--- src/rtl/neopixel_pkg.sv ---
// Shared NeoPixel types: FSM states, colour order, latch length and scaling.
package neopixel_pkg;

  typedef enum logic [2:0] {
    S_IDLE,
    S_FETCH,
    S_LOAD,
    S_SEND,
    S_WAIT_ACK,
    S_WAIT_DONE,
    S_LATCH
  } state_e;

  localparam bit ORDER_GRB = 1'b1;
  localparam bit ORDER_RGB = 1'b0;

  function automatic int latch_cycles(int clk_hz, int latch_us);
    return clk_hz / 1_000_000 * latch_us;
  endfunction

  // gain is brightness+1, so 256 leaves the colour untouched
  function automatic logic [7:0] scale8(logic [7:0] c, logic [8:0] gain);
    logic [15:0] p;
    p = 16'(c) * 16'(gain);
    return p[15:8];
  endfunction

endpackage

--- src/rtl/neopixel_frame_feeder_if.sv ---
// Pixel handshake between the frame feeder and the serializer.
interface neopixel_frame_feeder_if;
  logic       pix_valid;
  logic [7:0] pix_r;
  logic [7:0] pix_g;
  logic [7:0] pix_b;
  logic       pix_busy;

  modport master (
    output pix_valid, pix_r, pix_g, pix_b,
    input  pix_busy
  );

  modport slave (
    input  pix_valid, pix_r, pix_g, pix_b,
    output pix_busy
  );
endinterface

--- src/rtl/neopixel_pixel_ram.sv ---
// 1W/1R pixel RAM, synchronous read, read-before-write on address collision.
module neopixel_pixel_ram #(
  parameter int DEPTH = 8,
  parameter int AW    = 3,
  parameter int DW    = 24
) (
  input  logic          clk,
  input  logic          we_i,
  input  logic [AW-1:0] waddr_i,
  input  logic [DW-1:0] wdata_i,
  input  logic          re_i,
  input  logic [AW-1:0] raddr_i,
  output logic [DW-1:0] rdata_o
);

  logic [DW-1:0] mem_q [DEPTH];

  always_ff @(posedge clk) begin
    if (we_i && (int'(waddr_i) < DEPTH))
      mem_q[waddr_i] <= wdata_i;
    if (re_i)
      rdata_o <= mem_q[raddr_i];
  end

endmodule

--- src/rtl/neopixel_frame_feeder.sv ---
// Streams one frame of pixels to the NeoPixel serializer, then holds the latch gap.
// Optional brightness scaling: define NEOPIXEL_BRIGHTNESS_EN.
module neopixel_frame_feeder
  import neopixel_pkg::*;
#(
  parameter int NUM_PIXELS = 8,
  parameter int ADDR_W     = 3,
  parameter int CLK_HZ     = 12_000_000,
  parameter int LATCH_US   = 80,
  parameter bit GRB_ORDER  = 1'b1
) (
  input  logic              clk,
  input  logic              rst_n,
  input  logic              wr_en,
  input  logic [ADDR_W-1:0] wr_addr,
  input  logic [23:0]       wr_data,
  input  logic              start,
  input  logic [7:0]        brightness,
  output logic              frame_busy,
  output logic              frame_done,
  neopixel_frame_feeder_if.master pix
);

  localparam int LATCH_CYC = latch_cycles(CLK_HZ, LATCH_US);
  localparam int CNT_W     = $clog2(LATCH_CYC + 1);

  localparam logic [ADDR_W-1:0] LAST_IDX = ADDR_W'(NUM_PIXELS - 1);
  localparam logic [CNT_W-1:0]  CNT_LAST = CNT_W'(LATCH_CYC - 1);

  state_e            state_q, state_d;
  logic [ADDR_W-1:0] idx_q, idx_d;
  logic [CNT_W-1:0]  cnt_q, cnt_d;
  logic              busy_q, busy_d;
  logic              done_q, done_d;
  logic [23:0]       lanes_q, lanes_d;
  logic              rd_en;
  logic [23:0]       rd_data;
  logic [7:0]        c_r, c_g, c_b;

  neopixel_pixel_ram #(
    .DEPTH (NUM_PIXELS),
    .AW    (ADDR_W),
    .DW    (24)
  ) u_ram (
    .clk     (clk),
    .we_i    (wr_en),
    .waddr_i (wr_addr),
    .wdata_i (wr_data),
    .re_i    (rd_en),
    .raddr_i (idx_q),
    .rdata_o (rd_data)
  );

`ifdef NEOPIXEL_BRIGHTNESS_EN
  logic [8:0] gain;
  assign gain = {1'b0, brightness} + 9'd1;
  assign c_r  = scale8(rd_data[23:16], gain);
  assign c_g  = scale8(rd_data[15:8], gain);
  assign c_b  = scale8(rd_data[7:0], gain);
`else
  logic unused_bri;
  assign unused_bri = ^brightness;
  assign c_r = rd_data[23:16];
  assign c_g = rd_data[15:8];
  assign c_b = rd_data[7:0];
`endif

  always_comb begin
    state_d = state_q;
    idx_d   = idx_q;
    cnt_d   = cnt_q;
    busy_d  = busy_q;
    done_d  = 1'b0;
    lanes_d = lanes_q;
    rd_en   = 1'b0;
    unique case (state_q)
      S_IDLE: begin
        // the frame_done cycle still belongs to the old frame
        if (start && !done_q) begin
          state_d = S_FETCH;
          idx_d   = '0;
          busy_d  = 1'b1;
        end
      end
      S_FETCH: begin
        rd_en   = 1'b1;
        state_d = S_LOAD;
      end
      S_LOAD: begin
        if (GRB_ORDER == ORDER_GRB)
          lanes_d = {c_g, c_r, c_b};
        else
          lanes_d = {c_r, c_g, c_b};
        state_d = S_SEND;
      end
      S_SEND: state_d = S_WAIT_ACK;
      S_WAIT_ACK: begin
        if (pix.pix_busy)
          state_d = S_WAIT_DONE;
      end
      S_WAIT_DONE: begin
        if (!pix.pix_busy) begin
          if (idx_q == LAST_IDX) begin
            state_d = S_LATCH;
            cnt_d   = '0;
          end else begin
            idx_d   = idx_q + 1'b1;
            state_d = S_FETCH;
          end
        end
      end
      S_LATCH: begin
        if (cnt_q == CNT_LAST) begin
          state_d = S_IDLE;
          done_d  = 1'b1;
          busy_d  = 1'b0;
        end else begin
          cnt_d = cnt_q + 1'b1;
        end
      end
      default: state_d = S_IDLE;
    endcase
  end

  always_ff @(posedge clk or negedge rst_n) begin
    if (!rst_n) begin
      state_q <= S_IDLE;
      idx_q   <= '0;
      cnt_q   <= '0;
      busy_q  <= 1'b0;
      done_q  <= 1'b0;
      lanes_q <= '0;
    end else begin
      state_q <= state_d;
      idx_q   <= idx_d;
      cnt_q   <= cnt_d;
      busy_q  <= busy_d;
      done_q  <= done_d;
      lanes_q <= lanes_d;
    end
  end

  assign frame_busy    = busy_q;
  assign frame_done    = done_q;
  assign pix.pix_valid = (state_q == S_SEND);
  assign pix.pix_r     = lanes_q[23:16];
  assign pix.pix_g     = lanes_q[15:8];
  assign pix.pix_b     = lanes_q[7:0];

endmodule

--- src/flat_wrapper.sv ---
// flat-port wrapper written by rule: the top's interface ports become plain ports
module neopixel_frame_feeder_flat import neopixel_pkg::*;
#(
  parameter int NUM_PIXELS = 8,
  parameter int ADDR_W     = 3,
  parameter int CLK_HZ     = 12_000_000,
  parameter int LATCH_US   = 80,
  parameter bit GRB_ORDER  = 1'b1
)
  (clk, rst_n, wr_en, wr_addr, wr_data, start, brightness, frame_busy, frame_done, pix_pix_valid, pix_pix_r, pix_pix_g, pix_pix_b, pix_pix_busy);
  neopixel_frame_feeder_if pix_i ();
  input  logic clk;
  input  logic rst_n;
  input  logic wr_en;
  input  logic [ADDR_W-1:0] wr_addr;
  input  logic [23:0] wr_data;
  input  logic start;
  input  logic [7:0] brightness;
  output logic frame_busy;
  output logic frame_done;
  output wire logic [$bits(pix_i.pix_valid)-1:0] pix_pix_valid;
  output wire logic [$bits(pix_i.pix_r)-1:0] pix_pix_r;
  output wire logic [$bits(pix_i.pix_g)-1:0] pix_pix_g;
  output wire logic [$bits(pix_i.pix_b)-1:0] pix_pix_b;
  input wire logic [$bits(pix_i.pix_busy)-1:0] pix_pix_busy;
  assign pix_pix_valid = pix_i.pix_valid;
  assign pix_pix_r = pix_i.pix_r;
  assign pix_pix_g = pix_i.pix_g;
  assign pix_pix_b = pix_i.pix_b;
  assign pix_i.pix_busy = pix_pix_busy;
  neopixel_frame_feeder #(.NUM_PIXELS(NUM_PIXELS), .ADDR_W(ADDR_W), .CLK_HZ(CLK_HZ), .LATCH_US(LATCH_US), .GRB_ORDER(GRB_ORDER)) u_core (.clk(clk), .rst_n(rst_n), .wr_en(wr_en), .wr_addr(wr_addr), .wr_data(wr_data), .start(start), .brightness(brightness), .frame_busy(frame_busy), .frame_done(frame_done), .pix(pix_i));
endmodule
--- config.mk ---
export PLATFORM = sky130hd
export DESIGN_NAME = neopixel_frame_feeder_flat
export DESIGN_NICKNAME = d
export VERILOG_FILES = /design/src/rtl/neopixel_pkg.sv /design/src/rtl/neopixel_frame_feeder_if.sv /design/src/rtl/neopixel_pixel_ram.sv /design/src/rtl/neopixel_frame_feeder.sv /design/src/flat_wrapper.sv
export SDC_FILE = /design/constraint.sdc
export NUM_CORES = 1
export LEC_CHECK = 0
export ABC_CLOCK_PERIOD_IN_PS = 2700
export BUFFER_PORTS_ARGS = -buffer_cell sky130_fd_sc_hd__clkbuf_2
export CORE_MARGIN = 3
export CORE_UTILIZATION = 39
export CTS_CLUSTER_SIZE = 12
export DETAILED_ROUTE_END_ITERATION = 10
export HOLD_SLACK_MARGIN = 0.02
export PLACE_DENSITY = 0.62
export SLEW_MARGIN = 5
export SYNTH_ARGS = -nofsm -noshare
export SYNTH_HDL_FRONTEND = slang
export SYNTH_SLANG_ARGS = --single-unit
--- constraint.sdc ---
create_clock -name clk -period 2.7 [get_ports clk]
set_input_delay 0.135 -clock clk [delete_from_list [all_inputs] [get_ports clk]]
set_output_delay 0.135 -clock clk [all_outputs]
set_load 0.1 [all_outputs]
==> out/metrics.cfg, run 1 <==
[logic_synthesis]
yosysTopAreaCellShare = 0.654
ys_seq_area_frac = 0.760
synth-seq-cells = 258
synth_top_area_cell = edfxtp_1
synth-edff-count = 216
synth.area.top_cells = edfxtp_1 65%, mux4_2 11%, dfrtp_1 11%
synth_area_um2 = 9920
ys.flop_type = edfxtp_1
synthArstFlopShare = 0.163
synth_fp_nets = 521
synth_cells = 478
synth_cell_types = 42
yosys_warnings = 0
avgSynthCellArea_um2 = 20.8

[sta]
min_period_ps = 2030
fmax_mhz = 491
skew_ps = 14.4
setup_violations = 0
hold_viol = 0
setup_slack_ps = 665
tightest_slew_ps = 685
finalCritPeriodShare = 0.754
relSlewSlack = 0.543
totalNegativeSetupSlack_ps = 0
slew_violations = 0
rsz0062_at_grt = false

[clocking]
cts_resized = 0
numCtsBuffers = 28
cts.path.max_buffers = 3
clk_latency_ps = 530
cts_sinks = 258
cts_setup_buffers = 0
htreeDepth = 1
cts_root_buffer = clkbuf_16
postCtsHoldBufs = 26
clk_pin_slew_ps = 60
cts_tree = yes

[place]
dp_slack_ps = 645
gp_congestion = 0.690
dp_hpwl_um = 10300
portBuffers = 58

[status]
outcome = completed

[global_routing]
antenna_found_initial = 0
grt_start_max_net_pins = 50
grt_pass1_vias = 4957
grt_overflow_total = 0
grtUsageTotal = 0.141
grt_pass1_wl_um = 28900

[floorplanning]
ioPinCount = 67
start_util = 0.402
die_area_um2 = 27400
coreArea_um2 = 24700
die_w_um = 166
rows = 57
die_y_um = 166

[final_layout]
nFillCells = 2089
drive_above_1_share = 0.365
antenna_cells = 0
area_growth_pct = 18.6
fin_nets = 630
final_util = 0.477

[critical_path]
crit_fanout = 42
ff2ff_path_depth = 3
worst_setup_path_start_kind = flop
crit_type = reg -> reg
path_cells = buf_12 > mux4_2 > mux2_2
crit_required_ps = 2970
crit_path_top_delay_cell = mux4_2
max_stage_delay_ps = 560
worstPathArrival_ps = 2300
end_kind = flop

[route]
finalWirelength_um = 18700
drt-vias-per-instance = 5.13
wl_per_cell_um = 20.0
drt_iter0_drc = 386
drtAntennaViolNets = 0
dr.pass1.iters = 4
vias = 4784
drc = 0

[pwr]
leakagePower_nw = 4.18
p_per_area_nw_per_um2 = 706
ir_drop_uv = 486

[worst_hold_path]
holdPathStages = 5
hold_class = in -> reg

[flow_run]
drv_cap = 0

## cell families (layout without fill, tap and decap cells)
group	Yosys count	after routing	share of synthesized area
DFF	258	258	0.760
muxes	97	97	0.168
and+or+nand+nor	63	63	0.0324
AOI/OAI and AO/OA	29	29	0.0179
buffers and inverters	26	157	0.0166
adders and majority gates	3	3	0.00378
xor gates and xnor gates	2	2	0.00177
## where the power goes
| part | leakage (nW) | internal [W] | switching (W) |
|---|---|---|---|
| combinational | 1.25 | 0.000190 | 0.000187 |
| sequential | 2.52 | 0.00443 | 0.0000264 |
| clock | 0.415 | 0.00204 | 0.00143 |
| total | 4.18 | 0.00666 | 0.00164 |
## worst paths after layout
path	from	endpoint	slack (ps)
max in group asynchronous	rst_n	u_core.cnt_q[5]	1820
max reg2reg	u_core.idx_q[0]	u_core.u_ram.rdata_o[13]	670
min reg2reg	u_core.u_ram.rdata_o[22]	u_core.lanes_q[14]	470
min	start	u_core.state_q[1]	150
min in group asynchronous	rst_n	u_core.cnt_q[0]	200
max	u_core.idx_q[0]	u_core.u_ram.rdata_o[13]	670
## critical path, delay by kind of cell (launching register included)
family,cells,cell delay (ps)
buffers and inverters,1,370
multiplexers,2,840
flip-flops,1,540
## metal layers
metal | share of wire | up-vias | global-route usage
met4 | 0.016 | 0 | 0.0355
met2 | 0.52 | 99 | 0.243
met3 | 0.046 | 25 | 0.0254
li1 | - | 2153 | -
met5 | 0 | - | 0
met1 | 0.42 | 2507 | 0.186
## cells in the mapped netlist (3+ instances only)
library cell,count
buf_2,10
o21ai_0,9
ha_1,3
nand4_1,3
o21ai_1,9
edfxtp_1,216
clkbuf_1,6
nand2_1,11
buf_6,3
nor2_1,20
mux2_2,39
nor3_1,3
and2_1,4
mux4_2,48
and3_1,3
nand2b_1,8
inv_1,3
dfrtp_1,42
mux2_4,9
## placed cells by master, fill, tap and decap left out, drive strengths merged, types with 4 or more instances in the layout
cell | Yosys | layout
buf | 16 | 17
nor2 | 20 | 20
dlygate4sd3 | 0 | 26
o21ai | 19 | 19
inv | 3 | 4
mux4 | 48 | 48
dfrtp | 42 | 42
and2 | 4 | 4
nand2b | 8 | 8
edfxtp | 216 | 216
clkbuf | 6 | 102
mux2 | 48 | 48
clkinv | 1 | 7
nand2 | 11 | 11
## registers in the layout (all words and copies together) (netlist names)
signal	count
u_core.cnt_q	10
u_core.state_q	3
u_core.frame_busy	1
u_core.u_ram.rdata_o	24
u_core.lanes_q	24
u_core.u_ram.mem_q	192
u_core.frame_done	1
u_core.idx_q	3
## stage by stage
step / area, um^2 / power [W] / instances / hold WS [ps]
CTS: 11800 / 0.00842 / 933 / 124
global route: 11800 / 0.00863 / 933 / 167
floorplan: 9920 / 0.00476 / 478 / -161
global placement: 10700 / 0.00487 / 855 / 195
detailed placement: 10700 / 0.00489 / 855 / 213
finish: 11800 / 0.00831 / 933 / 149
## area by class of cell
type                            count  area, um^2  share of cell area
Inverter                            4        15.0             0.00128
Timing Repair Buffer              101         703              0.0598
Clock buffer                       44         802              0.0682
Sequential cell                   258        7540               0.641
Clock inverter                      8        51.3             0.00436
Multi-Input combinational cell    194        2250               0.191
Tap cell                          324         405              0.0345
No activity file was read; power rests on OpenSTA's default activity.
==> inputs of run 2 (changes only) <==
- ABC_CLOCK_PERIOD_IN_PS: 2700 -> 2000
- clock period: 2.7 -> 2 ns (I/O delays scaled with it)
==> run 2 against run 1 <==
Against the previous run: clock skew is 5.2 ps higher; sequential share of layout area decreased by 0.73 points; via count is 0.94% higher; first-iteration DRC count is 13% higher; critical path type is now reg -> out; largest power group unchanged; highest routed layer unchanged.
==> out/metrics.cfg, run 2 (synthesized netlist as in run 1, its figures left out) <==
[critical_path]
ff2ff_path_depth = 6  ; +3
crit_fanout = 11  ; -74%
worst_setup_path_start_kind = flop
crit_required_ps = 1900  ; -1070 ps
worstPathArrival_ps = 1780  ; -520 ps
end_kind = output pin
crit_type = reg -> out

[route]
dr.pass1.iters = 4  ; unchanged
drt_iter0_drc = 437  ; +13%
drtAntennaViolNets = 0  ; unchanged
finalWirelength_um = 18800  ; +0.65%
vias = 4829  ; +0.94%
wl_per_cell_um = 20.1  ; +0.43%
drt-vias-per-instance = 5.16  ; +0.72%
drc = 0  ; unchanged

[global_routing]
grtUsageTotal = 0.142  ; +0.000997
grt_use_met1 = 0.189  ; +0.00291
grt_overflow_total = 0  ; unchanged
grt_start_max_net_pins = 50  ; unchanged
grt_pass1_wl_um = 29400  ; +1.6%
met3_usage = 0.0252  ; -0.000249
grt_pass1_vias = 5232  ; +5.5%
antenna_found_initial = 0  ; unchanged
use_met2 = 0.245  ; +0.00112
busiest_layer = met2

[place]
placed_area_um2 = 10800  ; +1.4%
dp_hpwl_um = 10700  ; +3.9%
portBuffers = 58  ; unchanged
placed_cells = 860  ; +0.58%
gp_congestion = 0.735  ; +6.6%

[clocking]
htreeDepth = 1  ; unchanged
cts_setup_buffers = 0  ; unchanged
cts_sinks = 258  ; unchanged
numCtsBuffers = 27  ; -3.6%
cts_root_buffer = clkbuf_16
clk_latency_ps = 530  ; about the same
clk_pin_slew_ps = 60  ; about the same
cts_tree = yes
cts.path.max_buffers = 3  ; unchanged

[floorplanning]
die_w_um = 166  ; unchanged
coreArea_um2 = 24700  ; unchanged
die_area_um2 = 27400  ; unchanged
start_util = 0.402  ; unchanged
die_y_um = 166  ; unchanged
ioPinCount = 67  ; unchanged
rows = 57  ; unchanged

[sta]
setup_violations = 0  ; unchanged
slew_violations = 0  ; unchanged
skew_ps = 19.6  ; +5.17 ps
finalCritPeriodShare = 0.941
min_period_ps = 1880
fmax_mhz = 531
tightest_slew_ps = 549  ; -136 ps
hold_viol = 0  ; unchanged
relSlewSlack = 0.634  ; +0.0908

[final_layout]
reg_top3 = u_core.u_ram.mem_q x192, u_core.lanes_q x24, u_core.u_ram.rdata_o x24
final_area_um2 = 11900  ; +1.2%
largest_reg_flops = 192  ; unchanged
area_growth_pct = 19.9
nFillCells = 2071  ; -0.86%
top_register = u_core.u_ram.mem_q
mostFrequentLayoutCells = 216 x edfxtp_1, 57 x clkbuf_2, 48 x mux4_2
final_util = 0.482  ; +0.00553
final_common_cell = edfxtp_1
fin_nets = 634  ; +0.63%
multiInputGateArea_um2 = 2270  ; +1.0%
drive_above_1_share = 0.370  ; +0.00535
fin_cells = 935  ; +0.21%
antenna_cells = 0  ; unchanged
layout.area.seq_um2 = 7540  ; unchanged

[pwr]
ir_drop_uv = 635  ; +31%
finalPower_w = 0.0112  ; +35%
p_per_area_nw_per_um2 = 945  ; +34%
leakagePower_nw = 4.23  ; +1.1%

[status]
outcome = completed

[worst_hold_path]
hold_class = in -> async

[flow_run]
drv_cap = 0  ; unchanged

## run 2: cell count changes in the layout (fill, tap and decap cells not counted), sizes merged
cell	previous run	this run
buf	17	23
clkbuf	102	99
clkinv	7	5
bufinv	0	1
## run 2: area by class of cell
cell class,count,area share
Inverter,4,0.00126
Multi-Input combinational cell,194,0.191
Clock buffer,42,0.0632
Tap cell,324,0.0341
Sequential cell,258,0.634
Timing Repair Buffer,106,0.0707
Clock inverter,7,0.00652
## run 2: repair_timing
action,CTS,global route
gates resized for setup,0,2
hold buffers,26,0
hold endpoints to repair,208,0
setup endpoints to repair,0,1
## run 2: final timing paths
kind	endpoint	start	slack (ps)
setup reg to reg	u_core.cnt_q[9]	u_core.cnt_q[0]	130
hold / removal	u_core.idx_q[2]	rst_n	100
max in group asynchronous	u_core.state_q[1]	rst_n	1290
min in group clk	u_core.state_q[1]	start	120
setup / recovery	pix_pix_valid	u_core.state_q[1]	120
hold reg to reg	u_core.lanes_q[11]	u_core.u_ram.rdata_o[19]	480
## run 2: report_power, final
| part | internal (W) | switching, W | leakage [nW] |
|---|---|---|---|
| sequential | 0.00598 | 0.0000354 | 2.52 |
| combinational | 0.000275 | 0.000261 | 1.31 |
| clock | 0.00272 | 0.00197 | 0.402 |
| total | 0.00898 | 0.00226 | 4.23 |
## run 2: worst max-delay path, cell delays in order (launching register included)
cell and delay [ps]:
dfrtp_1 590, nand2_1 140, nor2_2 100, buf_2 430
## run 2: stage by stage
| stage | TNS (ps) | setup WS, ps | hold WS, ps |
|---|---|---|---|
| 2_1_floorplan | 0 | 82.1 | -196 |
| 3_3_place_gp | 0 | 174 | 120 |
| 3_5_place_dp | 0 | 152 | 125 |
| 4_1_cts | 0 | 112 | 96.3 |
| 5_1_grt | -22.7 | -17.9 | 129 |
| 6_report | 0 | 117 | 97.0 |
## run 2: metal layers
| metal | routed length, um | vias up |
|---|---|---|
| li1 | - | 2156 |
| met1 | 8160 | 2531 |
| met2 | 9590 | 117 |
| met3 | 739 | 25 |
| met4 | 303 | 0 |
| met5 | 0 | - |
==> inputs of run 3 (changes only) <==
- CORE_UTILIZATION: 39 -> 31
- PLACE_DENSITY: 0.62 -> 0.53
==> run 3 against run 2 <==
Against the previous run: flip-flop and latch count unchanged; cell area up 1.4%; die area up 25%; global-route usage down 2.2 points; setup slack worse by 59 ps; utilization down 9.4 points.
==> out/metrics.cfg, run 3 (synthesized netlist as in run 1, its figures left out) <==
[status]
outcome = completed

[critical_path]
reg2reg_to = u_core.cnt_q[2]
crit_path_top_delay_cell = dfrtp_1
timing.rr.start = u_core.cnt_q[0]
path_buf_inv = 0  ; -1
cp_common_cell = o21ai_1
end_kind = flop
regToRegSetupSlack_ps = 60  ; -70 ps
worst_setup_path_start_kind = flop
crit_type = reg -> reg
crit_fanout = 8  ; -3
ff2ff_path_depth = 6  ; unchanged
crit_required_ps = 2400  ; +500 ps
max_stage_delay_ps = 400  ; -190 ps
worstPathArrival_ps = 2340  ; +560 ps
crit_family = compound AO/OA/AOI/OAI gates
path_cells = ha_1 > and3_1 > a41o_2 > and2_2 > o21ai_1 > o21ai_1

[sta]
slew_violations = 0  ; unchanged
min_period_ps = 1940  ; +58.9 ps
tightest_slew_ps = 554  ; +5.69 ps
relSlewSlack = 0.632  ; -0.00223
setup_violations = 0  ; unchanged
rsz0062_at_grt = false
fmax_mhz = 515  ; -3.0%
totalNegativeSetupSlack_ps = 0  ; unchanged
hold_viol = 0  ; unchanged
finalCritPeriodShare = 0.971  ; +0.0295
skew_ps = 24.3  ; +4.74 ps
setup_slack_ps = 58.4  ; -58.9 ps

[final_layout]
largest_reg_flops = 192  ; unchanged
top_register = u_core.u_ram.mem_q
antenna_cells = 0  ; unchanged
mostFrequentLayoutCells = 216 x edfxtp_1, 57 x clkbuf_2, 48 x mux4_2
area_growth_pct = 21.6
final_common_cell = edfxtp_1
fin_cells = 1007  ; +7.7%
reg_top3 = u_core.u_ram.mem_q x192, u_core.lanes_q x24, u_core.u_ram.rdata_o x24
drive_above_1_share = 0.378  ; +0.00818
final_util = 0.388  ; -0.0938
fin_nets = 633  ; -0.16%

[global_routing]
grtUsageTotal = 0.119  ; -0.0225
grt_overflow_total = 0  ; unchanged
grt_start_max_net_pins = 50  ; unchanged
grt_pass1_vias = 5282  ; +0.96%
antenna_found_initial = 0  ; unchanged
grt_pass1_wl_um = 31000  ; +5.7%

[route]
drt_iter0_drc = 263  ; -40%
drt-vias-per-instance = 4.77  ; -7.6%
wl_per_cell_um = 19.9  ; -0.99%
finalWirelength_um = 20000  ; +6.6%
dr.pass1.iters = 4  ; unchanged
drc = 0  ; unchanged
drtAntennaViolNets = 0  ; unchanged
vias = 4807  ; -0.46%

[place]
dp_slack_ps = 99.4  ; -52.9 ps
placed_cells = 930  ; +8.1%
gp_congestion = 0.704  ; -4.3%
dp_hpwl_um = 11100  ; +3.6%
portBuffers = 58  ; unchanged

[clocking]
clk_latency_ps = 550  ; +20 ps
cts_tree = yes
cts_setup_buffers = 0  ; unchanged
numCtsBuffers = 28  ; +3.7%
htreeDepth = 1  ; unchanged
clk_pin_slew_ps = 60  ; about the same
cts_root_buffer = clkbuf_16
cts.path.max_buffers = 3  ; unchanged
cts_sinks = 258  ; unchanged

[pwr]
p_per_area_nw_per_um2 = 948  ; +0.32%
leakagePower_nw = 4.26  ; +0.72%
finalPower_w = 0.0114  ; +1.7%
ir_drop_uv = 655  ; +3.2%

[flow_run]
drv_cap = 0  ; unchanged

[floorplanning]
die_area_um2 = 34200  ; +25%
start_util = 0.319  ; -0.0827
coreArea_um2 = 31100  ; +26%
die_y_um = 185  ; +12%
ioPinCount = 67  ; unchanged
rows = 64  ; +12%
die_w_um = 185  ; +12%

[worst_hold_path]
hold_class = in -> async

==> run 3: cell types whose count changed in the layout (fill, tap and decap cells not counted), moves of 2 or more <==
cell / previous run / this run
buf_4: 12 / 7
clkbuf_1: 13 / 9
buf_12: 10 / 13
clkbuf_8: 2 / 4
clkinv_2: 4 / 6
==> run 3: how the worst max path moves through the flow <==
stage / to / depth (start not counted) / startpoint
2_1_floorplan: u_core.u_ram.rdata_o[0] / 3 / u_core.state_q[1]
3_3_place_gp: u_core.cnt_q[9] / 6 / u_core.cnt_q[0]
3_5_place_dp: u_core.cnt_q[2] / 6 / u_core.cnt_q[0]
4_1_cts: pix_pix_valid / 3 / u_core.state_q[1]
5_1_grt: u_core.idx_q[1] / 7 / u_core.idx_q[0]
6_report: u_core.cnt_q[2] / 6 / u_core.cnt_q[0]
==> run 3: cell type report <==
class | instances | area [um^2]
Multi-Input combinational cell | 194 | 2260
Clock buffer | 41 | 790
Inverter | 4 | 15.0
Timing Repair Buffer | 104 | 863
Tap cell | 396 | 495
Sequential cell | 258 | 7540
Clock inverter | 10 | 101
Fill cell | 2810 | 19000
==> run 3: metrics by stage <==
stage                     cell area (um^2)  hold slack, ps
after floorplan                       9940            -196
after global placement               10900            79.0
after detailed placement             10900            84.9
after CTS                            12100            54.8
after global routing                 12100            80.2
final                                12100            41.4
==> run 3: where the power goes <==
group | switching (W) | total [W] | internal (W)
Clock | 0.00201 | 0.00488 | 0.00287
Sequential | 0.0000337 | 0.00602 | 0.00598
Combinational | 0.000267 | 0.000542 | 0.000276
Total | 0.00231 | 0.0114 | 0.00913
==> run 3: worst register-to-register path, delay by kind of cell, from the launching register on <==
kind / cells / cell delay (ps)
and+or+nand+nor: 2 / 500
DFF: 1 / 400
adders and majority gates: 1 / 240
AOI/OAI and AO/OA: 3 / 680
==> run 3: routing by layer <==
layer,wire length [um],track usage
met5,0,0
met4,515,0.0336
met3,720,0.0202
met2,9990,0.200
met1,8820,0.162
==> run 3: timing repair <==
action	4_1_cts	5_1_grt
endpoints found under the hold margin	235	0
setup endpoints to repair	0	2
resized for setup	0	3
hold buffers	26	0
